==> src/rtl/cam_downsampler.sv <==
// -----------------------------------------------------------------------------
// cam_downsampler
//   Capture front end for an OV7670-style camera. It takes the RGB565 byte
//   stream, two bytes per pixel, on the camera pixel clock. Each pixel is packed
//   to RGB332 (RRR_GGG_BB). For every pixel that falls inside a
//   SCREEN_WIDTH x SCREEN_HEIGHT window, the block issues a single-cycle
//   frame-buffer write strobe together with the column, row and linear address.
//
// Ports
//   CLK         in   camera pixel clock; all logic runs on its rising edge
//   RESET_N     in   asynchronous active-low reset
//   CAM_DATA    in   camera byte bus
//   CAM_HREF    in   high while line bytes are valid
//   CAM_VSYNC   in   high during vertical blanking
//   PIXEL_OUT   out  RGB332 pixel of the current write (held between writes)
//   W_EN        out  one-cycle write strobe per accepted pixel
//   X_ADDR      out  column of the current write
//   Y_ADDR      out  row of the current write
//   WRITE_ADDR  out  Y_ADDR*SCREEN_WIDTH + X_ADDR, built from a running line base
//   FRAME_DONE  out  one-cycle pulse after VSYNC rises on a frame that held lines
// -----------------------------------------------------------------------------
module cam_downsampler #(
    parameter int SCREEN_WIDTH  = 176,
    parameter int SCREEN_HEIGHT = 144,
    parameter int ADDR_W        = 15
) (
    input  logic              CLK,
    input  logic              RESET_N,
    input  logic [7:0]        CAM_DATA,
    input  logic              CAM_HREF,
    input  logic              CAM_VSYNC,
    output logic [7:0]        PIXEL_OUT,
    output logic              W_EN,
    output logic [9:0]        X_ADDR,
    output logic [9:0]        Y_ADDR,
    output logic [ADDR_W-1:0] WRITE_ADDR,
    output logic              FRAME_DONE
);

    localparam logic [9:0]        LP_W10  = 10'(SCREEN_WIDTH);
    localparam logic [9:0]        LP_H10  = 10'(SCREEN_HEIGHT);
    localparam logic [ADDR_W-1:0] LP_W_AD = ADDR_W'(SCREEN_WIDTH);

    typedef enum logic [1:0] {
        ST_VBLANK    = 2'd0,
        ST_LINE_IDLE = 2'd1,
        ST_BYTE0     = 2'd2,
        ST_BYTE1     = 2'd3
    } state_t;

    state_t            r_state;
    state_t            w_next_state;

    logic              r_armed;      // a VSYNC-high period has been seen since reset
    logic              r_vsync_d;    // previous VSYNC sample for rise detection
    logic [7:0]        r_hi;
    logic [9:0]        r_x;
    logic [9:0]        r_y;
    logic [ADDR_W-1:0] r_base;       // y * SCREEN_WIDTH, kept as a running sum
    logic              r_line_px;    // current line completed at least one pixel

    logic [7:0]        r_pixel;
    logic              r_wen;
    logic [9:0]        r_xo;
    logic [9:0]        r_yo;
    logic [ADDR_W-1:0] r_addr;
    logic              r_frame_done;

    logic              w_clear;
    logic              w_hi_latch;
    logic              w_pix_done;
    logic              w_line_end;
    logic              w_vs_rise;
    logic              w_in_window;

    // State register
    always_ff @(posedge CLK or negedge RESET_N) begin
        if (!RESET_N) begin
            r_state <= ST_VBLANK;
        end else begin
            r_state <= w_next_state;
        end
    end

    // Next-state logic; VSYNC high wins over everything. The first HREF-high
    // byte of a line is consumed in LINE_IDLE as the hi byte, so the pixel
    // pairing starts on that byte.
    always_comb begin
        w_next_state = r_state;
        if (CAM_VSYNC) begin
            w_next_state = ST_VBLANK;
        end else begin
            case (r_state)
                ST_VBLANK:    if (r_armed)  w_next_state = ST_LINE_IDLE; else w_next_state = ST_VBLANK;
                ST_LINE_IDLE: if (CAM_HREF) w_next_state = ST_BYTE1;     else w_next_state = ST_LINE_IDLE;
                ST_BYTE0:     if (CAM_HREF) w_next_state = ST_BYTE1;     else w_next_state = ST_LINE_IDLE;
                ST_BYTE1:     if (CAM_HREF) w_next_state = ST_BYTE0;     else w_next_state = ST_LINE_IDLE;
                default:      w_next_state = ST_VBLANK;
            endcase
        end
    end

    // Per-cycle datapath controls decoded from state and the camera strobes
    always_comb begin
        w_clear    = (r_state == ST_VBLANK);
        w_hi_latch = !CAM_VSYNC && CAM_HREF &&
                     ((r_state == ST_LINE_IDLE) || (r_state == ST_BYTE0));
        w_pix_done = !CAM_VSYNC && CAM_HREF && (r_state == ST_BYTE1);
        w_line_end = !CAM_VSYNC && !CAM_HREF &&
                     ((r_state == ST_BYTE0) || (r_state == ST_BYTE1));
    end

    assign w_vs_rise   = CAM_VSYNC && !r_vsync_d;
    assign w_in_window = (r_x < LP_W10) && (r_y < LP_H10);

    // Counters, byte capture and registered write/frame outputs
    always_ff @(posedge CLK or negedge RESET_N) begin
        if (!RESET_N) begin
            r_armed      <= 1'b0;
            r_vsync_d    <= 1'b0;
            r_hi         <= 8'h00;
            r_x          <= 10'd0;
            r_y          <= 10'd0;
            r_base       <= '0;
            r_line_px    <= 1'b0;
            r_pixel      <= 8'h00;
            r_wen        <= 1'b0;
            r_xo         <= 10'd0;
            r_yo         <= 10'd0;
            r_addr       <= '0;
            r_frame_done <= 1'b0;
        end else begin
            r_vsync_d    <= CAM_VSYNC;
            r_armed      <= r_armed | CAM_VSYNC;
            // y is still the finished frame's line count at the rising edge
            r_frame_done <= w_vs_rise && (r_y != 10'd0);
            r_wen        <= 1'b0;
            if (w_clear) begin
                r_x       <= 10'd0;
                r_y       <= 10'd0;
                r_base    <= '0;
                r_line_px <= 1'b0;
            end else if (w_hi_latch) begin
                r_hi <= CAM_DATA;
            end else if (w_pix_done) begin
                r_line_px <= 1'b1;
                if (r_x < LP_W10) begin
                    r_x <= r_x + 10'd1;
                end else begin
                    r_x <= r_x;
                end
                if (w_in_window) begin
                    r_wen   <= 1'b1;
                    r_pixel <= {r_hi[7:5], r_hi[2:0], CAM_DATA[4:3]};
                    r_xo    <= r_x;
                    r_yo    <= r_y;
                    r_addr  <= r_base + ADDR_W'(r_x);
                end else begin
                    r_pixel <= r_pixel;
                end
            end else if (w_line_end) begin
                r_x       <= 10'd0;
                r_line_px <= 1'b0;
                // A pending hi byte of an odd-length line is simply dropped
                if (r_line_px && (r_y < LP_H10)) begin
                    r_y    <= r_y + 10'd1;
                    r_base <= r_base + LP_W_AD;
                end else begin
                    r_y <= r_y;
                end
            end else begin
                r_hi <= r_hi;
            end
        end
    end

    assign PIXEL_OUT  = r_pixel;
    assign W_EN       = r_wen;
    assign X_ADDR     = r_xo;
    assign Y_ADDR     = r_yo;
    assign WRITE_ADDR = r_addr;
    assign FRAME_DONE = r_frame_done;

endmodule

==> config.mk <==
export PLATFORM = sky130hd
export DESIGN_NAME = cam_downsampler
export DESIGN_NICKNAME = d
export VERILOG_FILES = /design/src/rtl/cam_downsampler.sv
export SDC_FILE = /design/constraint.sdc
export NUM_CORES = 1
export LEC_CHECK = 0
export ABC_AREA = 1
export CAP_MARGIN = 0
export CORE_MARGIN = 8
export CORE_UTILIZATION = 50
export CTS_CLUSTER_DIAMETER = 40
export CTS_CLUSTER_SIZE = 10
export DETAILED_ROUTE_END_ITERATION = 8
export GPL_ROUTABILITY_DRIVEN = 0
export HOLD_SLACK_MARGIN = 0.1
export PLACE_DENSITY = 0.75
export SLEW_MARGIN = 20
export SYNTH_ARGS = -nofsm -noshare
export SYNTH_HDL_FRONTEND = slang
export SYNTH_SLANG_ARGS = --single-unit
==> constraint.sdc <==
create_clock -name CLK -period 1.85 [get_ports CLK]
set_clock_uncertainty 0.15 [all_clocks]
set_input_delay 0.37 -clock CLK [delete_from_list [all_inputs] [get_ports CLK]]
set_output_delay 0.37 -clock CLK [all_outputs]
set_load 0.1 [all_outputs]
==> flow_summary_export.csv, run 1 <==
group,metric,value,unit
status,status,"complete, no violations",
clocking,cts_buffers,9,
clocking,clock_latency,0.37,ns
detailed_routing,antenna_left,0,
clocking,cts_tree,"yes",
power_and_ir_drop,fin_total_pwr,4190,uW
power_and_ir_drop,seqPwrFrac,47.6,%
detailed_routing,dr.pass1.iters,6,
power_and_ir_drop,p_leak,0.00297,uW
clocking,clk_pin_slew,0.10,ns
worst_setup_path,cp-end-kind,"flip-flop",
grt,antenna_found_initial,0,
detailed_routing,vias,3898,
sta,timing.hold.ws,0.271,ns
yosys,netlist_area,4520,um^2
power_and_ir_drop,p_switching,1320,uW
yosys,synth_ff_type,"dfrtp_1",
power_and_ir_drop,p_sw_share,31.5,%
place,place_ws,-0.399,ns
yosys,synth_nets,576,
floorplan,ios,57,
yosys,netlist.area_leader.share,47.0,%
yosys,synth-async-reset-ratio,100,%
floorplan,floorplan.initialDensity,51.6,%
yosys,yosysTopAreaCell,"dfrtp_1",
detailed_routing,viasPerCell,5.26,
cells_and_area,fin_nets,653,
sta,tightest_slew,0.399,ns
min_path,hold_class,"flip-flop to flip-flop",
worst_setup_path,crit_arrival,1.88,ns
yosys,netlist_top_cells_area,"dfrtp_1 47%, nand2_1 15%, inv_1 5.4%, o21ai_2 4.6%, nand3_1 4.3%",
clocking,clock-sinks,85,
grt,grt_pass1_vias,3836,
sta,setup_viol,0,
floorplan,core,8760,um^2
power_and_ir_drop,ir_worst_vdd,0.352,mV
power_and_ir_drop,power_frac_clock,33.2,%
clocking,htreeDepth,3,
cells_and_area,instances_no_fill,741,
power_and_ir_drop,combinationalPowerShare,19.3,%
cells_and_area,stdcell_area,6080,um^2
power_and_ir_drop,p_int,2870,uW
yosys,synthCells,551,
cells_and_area,drive_gt1_share,25.3,%
sta,finalCritPeriodShare,96.4,%
sta,hold_violations,0,
worst_setup_path,reg2regPathDepth,7,
job,drv_cap,0,
grt,grt_max_degree,40,
grt,grt_pass1_wl,17800,um
yosys,yosysSeqAreaShare,47.0,%
place,io_buffer_count,56,
yosys,ys_types,34,
detailed_routing,drc,0,
yosys,yosys_register_bits,85,
sta,slew_headroom,73.4,%
yosys,synth.most_common_cell,"nand2_1",
worst_setup_path,cp_max_fo,31,
detailed_routing,routed_wl,10500,um
detailed_routing,wire_per_inst,14.2,um
floorplan,die-area,12300,um^2
min_path,hold_depth,1,
place,placed_area,5750,um^2
grt,grt_usage,17.0,%
floorplan,num_rows,34,
cells_and_area,synthToLayoutAreaGrowth,34.4,%
floorplan,die_x,111,um
grt,grt_overflow,0,
sta,max_freq,561,MHz
floorplan,fp.dieH,111,um
yosys,ys_top_cells_by_count,"178 x nand2_1, 85 x dfrtp_1, 65 x inv_1, 40 x nor2_1, 39 x nand3_1",
clocking,clock_path_buffers,2,
cells_and_area,antenna_cells,0,
sta,setup_ws,0.0670,ns
sta,finalMaxSlewViolations,0,
worst_setup_path,path_class,"flip-flop to flip-flop",
worst_setup_path,startpoint_type,"flip-flop",
detailed_routing,drt_iter0_drc,218,
yosys,synth_edf_count,0,
clocking,post-cts-setup-buffers,0,
worst_setup_path,required,1.95,ns
sta,period_needed,1.78,ns
place,dp.final_hpwl,7640,um
sta,rsz0062_at_grt,"yes",
clocking,clockRootBuffer,"clkbuf_8",
place,place_inst,723,
power_and_ir_drop,power.density,689,nW/um^2
yosys,ys_warn_count,0,
yosys,synth_area_per_cell,8.21,um^2
-- sequential cells by signal (all words and copies together), names as in the netlist, 2 cells and up --
signal      cells
r_hi            6
WRITE_ADDR     13
PIXEL_OUT       8
r_base         11
r_y            10
X_ADDR         10
Y_ADDR         10
r_state         2
r_x            10
-- worst paths after layout --
| path | start | end | slack (ns) |
|---|---|---|---|
| max in group asynchronous | RESET_N | r_base[4] | 0.63 |
| setup / recovery | r_x[8] | WRITE_ADDR[14] | 0.07 |
| hold / removal | r_vsync_d | FRAME_DONE | 0.27 |
| setup reg to reg | r_x[8] | WRITE_ADDR[14] | 0.07 |
| hold reg to reg | r_vsync_d | FRAME_DONE | 0.27 |
| min in group asynchronous | RESET_N | Y_ADDR[0] | 0.31 |
-- cell usage in the layout, fill, tap and decap left out, types with 8 or more instances in the layout --
cell type / Yosys / routed
nor2_1: 40 / 39
clkdlybuf4s50_1: 0 / 10
a21oi_1: 11 / 10
ha_1: 13 / 9
buf_4: 4 / 24
nand3_1: 39 / 37
nand2_1: 178 / 173
inv_1: 65 / 61
clkbuf_8: 0 / 9
buf_12: 0 / 48
o21ai_0: 14 / 9
dfrtp_1: 85 / 81
nand4_1: 10 / 10
o21ai_1: 12 / 17
o21ai_2: 24 / 24
nand2_2: 3 / 8
-- per-layer routing --
| metal | GRT usage, % | wire, um | vias to the layer above | share of wire, % |
|---|---|---|---|---|
| li1 | - | - | 1894 | - |
| met1 | 20.2 | 4510 | 1881 | 43 |
| met2 | 29.4 | 5320 | 104 | 51 |
| met3 | 2.87 | 472 | 19 | 4.5 |
| met4 | 7.82 | 216 | 0 | 2.1 |
| met5 | 0 | 0 | - | 0 |
-- cell families (layout without fill, tap and decap cells) --
kind of cell	count (synthesis)	in the layout	share of synthesized area (%)
adder cells (fa/ha/maj)	13	13	3.60
AND/OR/NAND/NOR	294	295	29.3
buffers and inverters	88	169	9.26
flip-flops	85	85	47.0
XOR/XNOR	7	7	1.36
AO/OA/AOI/OAI	64	64	9.49
-- power groups by stage --
stage                     combinational, uW  sequential, uW  clock (uW)
final                                   806            1990        1390
after global routing                    873            2000        1480
after CTS                               757            1990        1410
after detailed placement                738            2020           0
after global placement                  717            2020           0
after floorplan                         336            2150           0
-- cell type report --
class                   instances  area (um^2)
fillers                       634         2680
clock buffers                   9          124
clock inverters                 7         80.1
well taps                     108          135
multi-input cells             379         2090
repair buffers                 83         1250
inverters                      70          270
flip-flops and latches         85         2130
-- worst max-delay path, cell delays in order, from the launching register on --
cell	delay [ns]
dfrtp_1	0.45
nor2_1	0.18
a21boi_4	0.20
buf_4	0.16
nand4_4	0.15
buf_12	0.21
nand2_1	0.08
nand2_1	0.07
-- per-stage QoR --
step | util (%) | TNS [ns]
detailed placement | 65.6 | -17.84
CTS | 68.4 | 0
global placement | 65.6 | -14.22
global route | 69.4 | -0.0640
finish | 69.4 | 0
floorplan | - | 0
-- repair_timing --
item	in CTS	in global routing
pin swaps	0	2
gates resized for setup	7	24
hold endpoints to repair	28	0
hold buffers	1	0
gates cloned	0	1
setup endpoints to repair	25	68
(Power assumes the default switching activity.)
==> run 2: changes to the inputs <==
==> constraint.sdc (replaced) <==
create_clock -name CLK -period 1.85 [get_ports CLK]
set_clock_uncertainty 0.15 [all_clocks]
set_input_delay 0.2775 -clock CLK [delete_from_list [all_inputs] [get_ports CLK]]
set_output_delay 0.2775 -clock CLK [all_outputs]
set_load 0.1 [all_outputs]
==> run 2 against run 1 <==
  * Clock power rose by 9%
  * Cell count rose by 0.40%
  * Global-route usage rose by 0.62 points
  * Sequential cell count did not move
  * Clock-buffer cell count rose by 2
  * Utilization rose by 0.57 points
  * Critical path type unchanged
  * Largest power group unchanged
  * Highest routed layer unchanged
==> flow_summary_export.csv, run 2 (synthesis gave the netlist of run 1 again) <==
group,metric,value,unit
place,dp.final_hpwl,7670,um
sta,setup_viol,0,
clocking,htreeDepth,3,
sta,slew_headroom,70.0,%
grt,grt_pass1_vias,3844,
worst_setup_path,max_stage_delay,0.39,ns
worst_setup_path,reg2regPathDepth,12,
job,drv_cap,0,
floorplan,ios,57,
worst_setup_path,crit_path_top_delay_cell,"dfrtp_1",
floorplan,core,8760,um^2
grt,grt_overflow,0,
grt,antenna_found_initial,0,
power_and_ir_drop,p_leak,0.00299,uW
sta,tightest_slew,0.450,ns
worst_setup_path,cp_max_fo,8,
worst_setup_path,cp_common_cell,"nand2_1",
worst_setup_path,rr_startpoint,"r_state[0]",
sta,period_needed,1.79,ns
detailed_routing,wire_per_inst,15.1,um
min_path,min_to,"FRAME_DONE",
cells_and_area,instances_no_fill,744,
detailed_routing,antenna_left,0,
cells_and_area,drive_gt1_share,25.9,%
status,status,"complete, no violations",
worst_setup_path,required,2.01,ns
cells_and_area,final_common_cell,"nand2_1",
clocking,clock-sinks,85,
sta,max_freq,558,MHz
grt,grt_usage,17.7,%
grt,grt_max_degree,86,
worst_setup_path,startpoint_type,"flip-flop",
sta,setup_ws,0.0589,ns
clocking,cts_tree,"yes",
detailed_routing,routed_wl,11300,um
clocking,clockRootBuffer,"clkbuf_8",
cells_and_area,fin_nets,656,
cells_and_area,largest_register_ffs,13,
sta,hold_violations,0,
sta,finalCritPeriodShare,96.8,%
cells_and_area,fillers,636,
worst_setup_path,path_cells,"buf_4, ha_2, inv_1, nand2_1, nand3_2, nand2_2, inv_4, nand3_2, buf_6, inv_1, nand2_1, nand2_1",
detailed_routing,dr.pass1.iters,5,
floorplan,num_rows,34,
worst_setup_path,reg2reg_to,"r_y[7]",
clocking,clk_pin_slew,0.09,ns
detailed_routing,drc,0,
min_path,hp-start,"r_vsync_d",
place,place_ws,-0.394,ns
worst_setup_path,rrSetupSlack,0.06,ns
clocking,clock_path_buffers,2,
sta,timing.hold.ws,0.270,ns
worst_setup_path,path_class,"flip-flop to flip-flop",
detailed_routing,viasPerCell,5.31,
floorplan,die_x,111,um
sta,finalMaxSlewViolations,0,
min_path,hold_depth,1,
worst_setup_path,cp-end-kind,"flip-flop",
worst_setup_path,path_buf_inv,5,
worst_setup_path,critPathTopFamily,"buffers and inverters",
floorplan,die-area,12300,um^2
detailed_routing,vias,3947,
cells_and_area,utilization,69.9,%
place,io_buffer_count,56,
cells_and_area,final_cell_mix,"171 x nand2_1, 83 x dfrtp_1, 64 x inv_1, 47 x buf_12, 38 x nor2_1",
cells_and_area,antenna_cells,0,
grt,grt_pass1_wl,18400,um
power_and_ir_drop,ir_worst_vdd,0.401,mV
power_and_ir_drop,power.density,706,nW/um^2
place,place_inst,721,
floorplan,fp.dieH,111,um
floorplan,floorplan.initialDensity,51.6,%
min_path,hold_class,"flip-flop to flip-flop",
clocking,clock_latency,0.36,ns
detailed_routing,drt_iter0_drc,242,
clocking,cts_buffers,9,
cells_and_area,synthToLayoutAreaGrowth,35.5,%
worst_setup_path,crit_arrival,1.95,ns
## run 2: routing by layer
layer | wire [um] | share of wire, % | global-route usage [%] | vias up
li1 | - | - | - | 1904
met1 | 4420 | 39 | 20.4 | 1873
met2 | 5760 | 51 | 30.4 | 136
met3 | 631 | 5.6 | 3.95 | 34
met4 | 435 | 3.9 | 8.18 | 0
met5 | 0 | 0 | 0 | -
## run 2: cell type report
class	instances	area [um^2]	share of cell area [%]
clock inverter	5	82.6	1.35
tap	108	135	2.20
multi-input combinational	381	2110	34.5
timing repair buffer	84	1250	20.4
inverter	70	268	4.37
sequential	85	2130	34.7
clock buffer	11	151	2.47
## run 2: timing repair
item,CTS,global route
buffers inserted,0,3
hold buffers,1,0
resized for setup,6,27
gates cloned,0,3
setup endpoints to repair,13,62
hold endpoints to repair,85,0
pin swaps,0,4
## run 2: per-stage QoR
stage	TNS (ns)	total power [uW]	area (um^2)
after global placement	-7.40	2730	5720
final	0	4330	6130
after floorplan	0	2490	4520
after CTS	0	4290	5980
after global routing	-0.0891	4490	6130
after detailed placement	-10.67	2760	5720
## run 2: worst max path at each step
stage	start	endpoint	slack [ns]	cells after the start
after CTS	r_state[1]	r_y[7]	0.006	12
final	r_state[0]	r_y[7]	0.06	12
after global routing	r_x[6]	WRITE_ADDR[10]	-0.04	8
after global placement	CAM_VSYNC	r_x[4]	-0.24	7
after floorplan	r_state[1]	X_ADDR[0]	0.06	10
after detailed placement	CAM_VSYNC	r_x[4]	-0.39	7
## run 2: power breakdown
part / total [uW] / switching [uW] / internal (uW)
clock network: 1520 / 691 / 834
logic: 811 / 532 / 279
registers: 1990 / 52.3 / 1940
==> run 3: changes to the inputs <==
--- a/config.mk
+++ b/config.mk
@@ -6,15 +6,16 @@
 export NUM_CORES = 1
 export LEC_CHECK = 0
 export ABC_AREA = 1
-export CAP_MARGIN = 0
+export CAP_MARGIN = 20
 export CORE_MARGIN = 8
 export CORE_UTILIZATION = 50
 export CTS_CLUSTER_DIAMETER = 40
 export CTS_CLUSTER_SIZE = 10
 export DETAILED_ROUTE_END_ITERATION = 8
+export DONT_BUFFER_PORTS = 1
 export GPL_ROUTABILITY_DRIVEN = 0
 export HOLD_SLACK_MARGIN = 0.1
-export PLACE_DENSITY = 0.75
+export PLACE_DENSITY = 0.67
 export SLEW_MARGIN = 20
 export SYNTH_ARGS = -nofsm -noshare
 export SYNTH_HDL_FRONTEND = slang
==> run 3 against run 2 <==
  * The flow now finishes with violations (negative hold slack, negative setup slack)
  * Register-to-register slack worse by 0.11 ns
  * Sequential cell count unchanged
  * Sequential power about the same
  * Global-route usage decreased by 0.56 points
  * Non-clock buffer count rose by 6
  * Highest routed layer unchanged
==> flow_summary_export.csv, run 3 (synthesis gave the netlist of run 1 again) <==
group,metric,value,unit
worst_setup_path,cp_num_cells,10,
worst_setup_path,crit_arrival,2.00,ns
detailed_routing,vias,4072,
detailed_routing,routed_wl,12600,um
sta,timing.hold.ws,-0.547,ns
floorplan,core,8760,um^2
clocking,cts_tree,"yes",
detailed_routing,drt_iter0_drc,256,
worst_setup_path,crit_path_top_delay_cell,"dfrtp_1",
min_path,hold_class,"primary input to asynchronous set/reset pin",
grt,grt_pass1_wl,17800,um
clocking,clock_path_buffers,2,
floorplan,die-area,12300,um^2
status,status,"complete, but fails checks",
cells_and_area,fillers,670,
clocking,ctsHoldBuffers,10,
cells_and_area,drive_gt1_share,31.7,%
worst_setup_path,critPathTopFamily,"buffers and inverters",
worst_setup_path,startpoint_type,"flip-flop",
clocking,clock-sinks,85,
worst_setup_path,path_buf_inv,4,
floorplan,ios,57,
floorplan,floorplan.initialDensity,51.6,%
worst_setup_path,rrSetupSlack,-0.05,ns
power_and_ir_drop,ir_worst_vdd,0.385,mV
grt,grt_pass1_vias,3732,
power_and_ir_drop,power.density,666,nW/um^2
detailed_routing,drc,0,
worst_setup_path,path_class,"flip-flop to flip-flop",
worst_setup_path,startpoint,"r_state[1]",
worst_setup_path,rr_startpoint,"r_state[1]",
cells_and_area,synthToLayoutAreaGrowth,29.3,%
sta,finalMaxSlewViolations,0,
cells_and_area,final_cell_mix,"137 x nand2_1, 81 x dfrtp_1, 64 x buf_4, 62 x inv_1, 40 x nor2_1",
sta,rsz0062_at_grt,"yes",
grt,grt_usage,17.1,%
cells_and_area,largest_register_ffs,13,
worst_setup_path,cp-end-kind,"flip-flop",
place,io_buffer_count,0,
clocking,clockRootBuffer,"clkbuf_8",
clocking,clock_latency,0.36,ns
sta,setup_viol,26,
grt,grt_overflow,0,
sta,max_freq,527,MHz
floorplan,num_rows,34,
cells_and_area,fin_nets,661,
cells_and_area,antenna_cells,0,
sta,period_needed,1.90,ns
sta,finalCritPeriodShare,103,%
floorplan,fp.dieH,111,um
detailed_routing,dr.pass1.iters,8,
detailed_routing,wire_per_inst,16.8,um
sta,tightest_slew,0.399,ns
clocking,cts_buffers,9,
worst_setup_path,cp_max_fo,7,
worst_setup_path,reg2reg_to,"WRITE_ADDR[3]",
status,violations,"negative hold slack, negative setup slack",
grt,antenna_found_initial,0,
worst_setup_path,path_cells,"buf_6, ha_4, buf_6, nand3_4, nor2_8, nand4_4, buf_12, clkbuf_16, nand2_1, nand2_1",
grt,grt_max_degree,86,
worst_setup_path,max_stage_delay,0.40,ns
worst_setup_path,required,1.95,ns
detailed_routing,viasPerCell,5.44,
power_and_ir_drop,p_leak,0.00293,uW
clocking,clk_pin_slew,0.08,ns
job,drv_cap,0,
worst_setup_path,reg2regPathDepth,10,
sta,setup_ws,-0.0463,ns
detailed_routing,antenna_left,0,
sta,hold_violations,85,
clocking,htreeDepth,3,
power_and_ir_drop,fin_total_pwr,3890,uW
place,dp.final_hpwl,7210,um
cells_and_area,final_common_cell,"nand2_1",
floorplan,die_x,111,um
cells_and_area,utilization,66.7,%
sta,slew_headroom,73.3,%
==> run 3: cell types whose count changed in the layout (fill, tap and decap cells not counted), moves of 5 or more <==
cell	change
buf_12	-42
buf_4	+39
nand2_1	-34
nand2_2	+23
nand2_4	+11
clkdlybuf4s50_1	-10
dlygate4sd3_1	+9
buf_6	+5
==> run 3: what timing repair did <==
item / in CTS / in global routing
gates resized for setup: 6 / 78
setup endpoints to repair: 20 / 52
setup buffers: 2 / 7
hold endpoints to repair: 99 / 85
gates cloned: 2 / 6
pin swaps: 0 / 7
==> run 3: power breakdown <==
group / switching [uW] / leakage, uW / internal [uW] / total, uW
registers: 41.1 / 0.00113 / 1940 / 1980
logic: 508 / 0.00172 / 235 / 744
clock network: 682 / 0.0000860 / 486 / 1170
total: 1230 / 0.00293 / 2660 / 3890
==> run 3: worst max-delay path by stage <==
stage	to	slack (ns)
2_1_floorplan	X_ADDR[0]	0.06
3_3_place_gp	r_base[7]	0.05
3_5_place_dp	r_base[11]	-0.02
4_1_cts	X_ADDR[2]	0.01
5_1_grt	WRITE_ADDR[3]	-0.09
6_report	WRITE_ADDR[3]	-0.05
==> run 3: per-layer routing <==
layer	global-route usage, %	vias up	wire length, um
li1	-	1911	-
met1	21.1	1964	4960
met2	28.9	166	6390
met3	4.06	31	902
met4	5.07	0	344
met5	0	-	0
==> run 3: area by class of cell <==
class                   instances  area [um^2]  share of cell area, %
repair buffers                 90          876                   15.0
flip-flops and latches         85         2130                   36.5
multi-input cells             380         2270                   38.8
well taps                     108          135                   2.31
clock inverters                 6         40.0                  0.685
inverters                      70          270                   4.62
clock buffers                  10          128                   2.18
==> run 3: stage by stage <==
step           area [um^2]  worst slack, ns  hold slack [ns]  std cells  setup TNS, ns
2_1_floorplan         4520           0.0570           -0.168        551              0
3_3_place_gp          5040           0.0516           -0.165        707              0
3_5_place_dp          5040          -0.0164           -0.165        707        -0.0164
4_1_cts               5410           0.0112           -0.546        737              0
5_1_grt               5850          -0.0899           -0.557        749          -2.36
6_report              5850          -0.0463           -0.547        749         -0.469
